`config.mk`:
```
export PLATFORM = sky130hd
export DESIGN_NAME = uart_rx_ctrl
export DESIGN_NICKNAME = d
export VERILOG_FILES = /design/src/rtl/uart_rx_ctrl.sv
export SDC_FILE = /design/constraint.sdc
export NUM_CORES = 1
export LEC_CHECK = 0
export ABC_AREA = 1
export BUFFER_PORTS_ARGS = -buffer_cell sky130_fd_sc_hd__clkbuf_2
export CORE_MARGIN = 2
export CORE_UTILIZATION = 41
export DETAILED_ROUTE_END_ITERATION = 10
export PLACE_DENSITY_LB_ADDON = 0.3
export SYNTH_ARGS = -nofsm -noshare
export SYNTH_HDL_FRONTEND = slang
export SYNTH_SLANG_ARGS = --single-unit
```
`constraint.sdc`:
```
create_clock -name clk -period 4.3 [get_ports clk]
set_input_delay 0.86 -clock clk [delete_from_list [all_inputs] [get_ports clk]]
set_output_delay 0.86 -clock clk [all_outputs]
set_load 0.01 [all_outputs]
```
`src/rtl/uart_rx_ctrl.sv`:
```
// uart_rx_ctrl: oversampled UART receive sequencer with a valid/ack holding register.
// Define UART_RX_PARITY_EN to add a parity bit between data and stop (sense set by PARITY_ODD).
`timescale 1ns/1ps
module uart_rx_ctrl #(
    parameter int DATA_BITS  = 8,
    parameter int OS_RATE    = 16,
    parameter bit PARITY_ODD = 1'b0
) (
    input  logic                 clk,
    input  logic                 rst,
    input  logic                 os_tick,
    input  logic                 rxd,
    input  logic                 rx_ack,
    output logic [DATA_BITS-1:0] rx_data,
    output logic                 rx_valid,
    output logic                 rx_frame_err,
    output logic                 rx_overrun,
    output logic                 rx_parity_err,
    output logic                 rx_busy
);
    localparam int TW = $clog2(OS_RATE);
    localparam int BW = $clog2(DATA_BITS);
    localparam logic [TW-1:0] T_LAST = TW'(OS_RATE - 1);
    localparam logic [TW-1:0] T_HALF = TW'(OS_RATE / 2 - 1);

    typedef enum logic [2:0] {IDLE, START, DATA, PARITY, STOP, BREAK} state_t;
`ifdef UART_RX_PARITY_EN
    localparam state_t AFTER_DATA = PARITY;
`else
    localparam state_t AFTER_DATA = STOP;
`endif

    state_t st_q, st_d;
    logic sync_q, rxs_q;
    logic [TW-1:0] tick_q, tick_d;
    logic [BW-1:0] bit_q, bit_d;
    logic [DATA_BITS-1:0] sh_q, sh_d, data_q, data_d;
    logic valid_q, valid_d, fe_q, fe_d, pe_q, pe_d, ovr_q, ovr_d;
    logic done, pe_calc;

`ifdef UART_RX_PARITY_EN
    logic par_q, par_d;
    assign pe_calc = ^sh_q ^ par_q ^ PARITY_ODD;
`else
    assign pe_calc = 1'b0;
`endif

    always_comb begin
        st_d   = st_q;
        tick_d = tick_q;
        bit_d  = bit_q;
        sh_d   = sh_q;
        done   = 1'b0;
`ifdef UART_RX_PARITY_EN
        par_d  = par_q;
`endif
        if (os_tick) begin
            tick_d = tick_q + 1'b1;
            case (st_q)
                IDLE: begin
                    tick_d = '0;
                    st_d   = rxs_q ? IDLE : START;
                end
                START: if (tick_q == T_HALF) begin
                    tick_d = '0;
                    bit_d  = '0;
                    st_d   = rxs_q ? IDLE : DATA;
                end
                DATA: if (tick_q == T_LAST) begin
                    tick_d = '0;
                    sh_d   = {rxs_q, sh_q[DATA_BITS-1:1]};
                    bit_d  = bit_q + 1'b1;
                    st_d   = (bit_q == BW'(DATA_BITS - 1)) ? AFTER_DATA : DATA;
                end
`ifdef UART_RX_PARITY_EN
                PARITY: if (tick_q == T_LAST) begin
                    tick_d = '0;
                    par_d  = rxs_q;
                    st_d   = STOP;
                end
`endif
                STOP: if (tick_q == T_LAST) begin
                    tick_d = '0;
                    done   = 1'b1;
                    st_d   = rxs_q ? IDLE : BREAK;
                end
                BREAK: begin
                    tick_d = '0;
                    st_d   = rxs_q ? IDLE : BREAK;
                end
                default: st_d = IDLE;
            endcase
        end
    end

    // A frame finishing on the same clk as an ack replaces the byte instead of overrunning.
    always_comb begin
        data_d  = data_q;
        valid_d = valid_q;
        fe_d    = fe_q;
        pe_d    = pe_q;
        ovr_d   = ovr_q;
        if (valid_q && rx_ack) begin
            valid_d = 1'b0;
            fe_d    = 1'b0;
            pe_d    = 1'b0;
            ovr_d   = 1'b0;
        end
        if (done) begin
            if (!valid_q || rx_ack) begin
                data_d  = sh_q;
                valid_d = 1'b1;
                fe_d    = !rxs_q;
                pe_d    = pe_calc;
            end else begin
                ovr_d = 1'b1;
            end
        end
    end

    always_ff @(posedge clk) begin
        if (rst) begin
            st_q    <= IDLE;
            sync_q  <= 1'b1;
            rxs_q   <= 1'b1;
            tick_q  <= '0;
            bit_q   <= '0;
            sh_q    <= '0;
            data_q  <= '0;
            valid_q <= 1'b0;
            fe_q    <= 1'b0;
            pe_q    <= 1'b0;
            ovr_q   <= 1'b0;
        end else begin
            st_q    <= st_d;
            sync_q  <= rxd;
            rxs_q   <= sync_q;
            tick_q  <= tick_d;
            bit_q   <= bit_d;
            sh_q    <= sh_d;
            data_q  <= data_d;
            valid_q <= valid_d;
            fe_q    <= fe_d;
            pe_q    <= pe_d;
            ovr_q   <= ovr_d;
        end
    end

`ifdef UART_RX_PARITY_EN
    always_ff @(posedge clk) begin
        if (rst) par_q <= 1'b0;
        else     par_q <= par_d;
    end
`endif

    assign rx_data       = data_q;
    assign rx_valid      = valid_q;
    assign rx_frame_err  = fe_q;
    assign rx_parity_err = pe_q;
    assign rx_overrun    = ovr_q;
    assign rx_busy       = st_q != IDLE;
endmodule

```
==> results.sh <==
export IMPL_status="finished clean"
export IMPL_post_cts_setup_buffers=0
export IMPL_yosys_warnings=0
export IMPL_setup_viol=0
export IMPL_path_class="flip-flop to output pin"
export IMPL_die_h_um=63.5
export IMPL_dr_pass1_iters=4
export IMPL_setup_ws_ns=2.30
export IMPL_fin_nets=231
export IMPL_fmax_mhz=500
export IMPL_io_buffers=17
export IMPL_busiest_layer="met2"
export IMPL_start_util_pct=43.2
export IMPL_drive_above_1_share_pct=16.6
export IMPL_hold_start="sync_q"
export IMPL_tns_ns=0
export IMPL_netlist_area_leader_share_pct=44.1
export IMPL_antenna_cells=0
export IMPL_grt_antenna_before_repair=0
export IMPL_ys_flop_type="dfxtp_1"
export IMPL_drv_slew=0
export IMPL_synth_enable_flop_cells=0
export IMPL_grt_overflow=0
export IMPL_cts_buffer_depth=2
export IMPL_rows=21
export IMPL_synth_area_leaders="dfxtp_1, nor2_1, nand2_1, o21ai_0, inv_1"
export IMPL_cp_end_kind="output pin"
export IMPL_dp_hpwl_um=1990
export IMPL_syn_to_final_growth_pct=12.7
export IMPL_grtUsageTotal_pct=16.1
export IMPL_syn_inst=203
export IMPL_dp_slack_ns=2.20
export IMPL_numCtsBuffers=5
export IMPL_yosys_top_cells_count="nor2_1, nand2_1, dfxtp_1"
export IMPL_synth_seq_cells=32
export IMPL_hp_class="flip-flop to flip-flop"
export IMPL_p_leak_nw=0.821
export IMPL_syn_area_mm2=0.00145
export IMPL_peakVddDrop_mv=0.186
export IMPL_cts_root_buffer="clkbuf_4"
export IMPL_fin_crit_ns=2.00
export IMPL_wl_per_cell_um=10.4
export IMPL_p_per_area_mw_per_mm2=380
export IMPL_yosys_cell_types_count=23
export IMPL_die_w_um=63.5
export IMPL_dp_cells=262
export IMPL_period_share_pct=46.5
export IMPL_cts_hold_buf=0
export IMPL_coreArea_mm2=0.00336
export IMPL_drc_errors=0
export IMPL_viasPerCell=4.83
export IMPL_postRouteAntennaNets=0
export IMPL_startpoint="st_q[0]"
export IMPL_max_slew_margin_pct=53.2
export IMPL_cts_resized=0
export IMPL_finalNonFillerCells=269
export IMPL_worstPathRequired_ns=3.44
export IMPL_worst_pin_slew_ns=0.701
export IMPL_use_met2_pct=24.2
export IMPL_grt_max_degree=27
export IMPL_crit_path_start_kind="flip-flop"
export IMPL_use_met1_pct=20.7
export IMPL_r2r_start="tick_q[0]"
export IMPL_synth_top_area_cell="dfxtp_1"
export IMPL_async_flop_share_pct=0
export IMPL_cap_violations=0
export IMPL_dieArea_mm2=0.00404
export IMPL_critPathMaxFanout=4
export IMPL_syn_nets=211
export IMPL_rsz0062_at_grt="false"
export IMPL_clk_pin_slew_worst_paths_ns=0.10
export IMPL_hold_viol_final=0
export IMPL_clkSinkCount=32
export IMPL_cts_tree="yes"
export IMPL_synth_area_per_cell_um2=7.16
export IMPL_yosysSeqAreaShare_pct=44.1
export IMPL_gp_congestion=0.910
export IMPL_routed_wl_um=2810
export IMPL_grt_pass1_vias=1197
export IMPL_skew_ns=0.00994
export IMPL_pin_count=18
export IMPL_clk_insertion_delay_late_ns=0.32
export IMPL_dr_first_iter_drc_count=65
export IMPL_route_vias_total=1299
export IMPL_grt_pass1_wl_um=5110
export IMPL_htree_levels=2
export IMPL_cp_data_arrival_time_ns=1.14
export IMPL_grt_use_met3_pct=5.89
export IMPL_yosysMostFrequentCell="nor2_1"
## worst max-delay path, stage by stage, from the launching register on
cell and delay (ns):
dfxtp_1 0.35, nor2_1 0.25, nand2_1 0.09, clkbuf_2 0.13
## state kept, by name (all words and copies together), names as in the netlist
register       cells
bit_q              3
rx_data            8
rx_frame_err       1
rx_overrun         1
rx_parity_err      1
rx_valid           1
rxs_q              1
sh_q               8
st_q               3
sync_q             1
tick_q             4
## kinds of logic (layout without fill, tap and decap cells)
| group | count (synthesis) | in the layout | share of synthesized area (%) |
|---|---|---|---|
| AOI/OAI and AO/OA | 38 | 38 | 13.7 |
| adders and majority gates | 3 | 3 | 2.58 |
| buffers and inverters | 26 | 46 | 7.24 |
| DFF | 32 | 32 | 44.1 |
| and+or+nand+nor | 104 | 104 | 32.4 |
## cell usage in the layout, fill, tap and decap left out, types with 2 or more instances in the layout
cell,n
nor2_1,47
or2_2,3
inv_1,19
o21ai_0,21
clkbuf_2,17
clkbuf_4,5
nand3_1,11
inv_2,3
nand4_1,3
nand2_1,33
a21oi_1,14
dfxtp_1,32
clkbuf_8,2
ha_1,3
## final cells by class
cell class                      instances  area, µm²
Fill cell                             393       1730
Multi-Input combinational cell        145        707
Sequential cell                        32        641
Timing Repair Buffer                   17       85.1
Inverter                               22       82.6
Clock buffer                            7       65.1
Tap cell                               46       57.6
## worst paths after layout
| check | endpoint | cells past startpoint | slack, ns |
|---|---|---|---|
| setup reg to reg | rx_frame_err | 9 | 2.63 |
| hold / removal | rxs_q | 1 | 0.42 |
| hold reg to reg | rxs_q | 1 | 0.42 |
| setup / recovery | rx_busy | 3 | 2.30 |
## through the flow
| stage | util [%] | total power [mW] | area [µm²] | hold WS (ns) |
|---|---|---|---|---|
| after CTS | 48.7 | 0.631 | 1640 | 0.420 |
| final | 48.7 | 0.623 | 1640 | 0.416 |
| after global routing | 48.7 | 0.663 | 1640 | 0.444 |
| after global placement | 46.8 | 0.440 | 1570 | 0.394 |
| after detailed placement | 46.8 | 0.441 | 1570 | 0.394 |
| after floorplan | - | 0.415 | 1450 | 0.389 |
## power by group
group | total [mW] | internal (mW) | leakage, nW | switching [mW]
Sequential | 0.319 | 0.308 | 0.259 | 0.0115
Combinational | 0.114 | 0.0373 | 0.524 | 0.0768
Clock | 0.189 | 0.0927 | 0.0374 | 0.0965
## layer usage
layer	share of wire (%)	vias to the layer above	wire (µm)
met2	43	23	1220
li1	-	693	-
met1	51	579	1430
met5	0	-	0
met4	1.4	0	38
met3	4.4	4	124
Note: power is estimated with default switching activity, not from simulation.
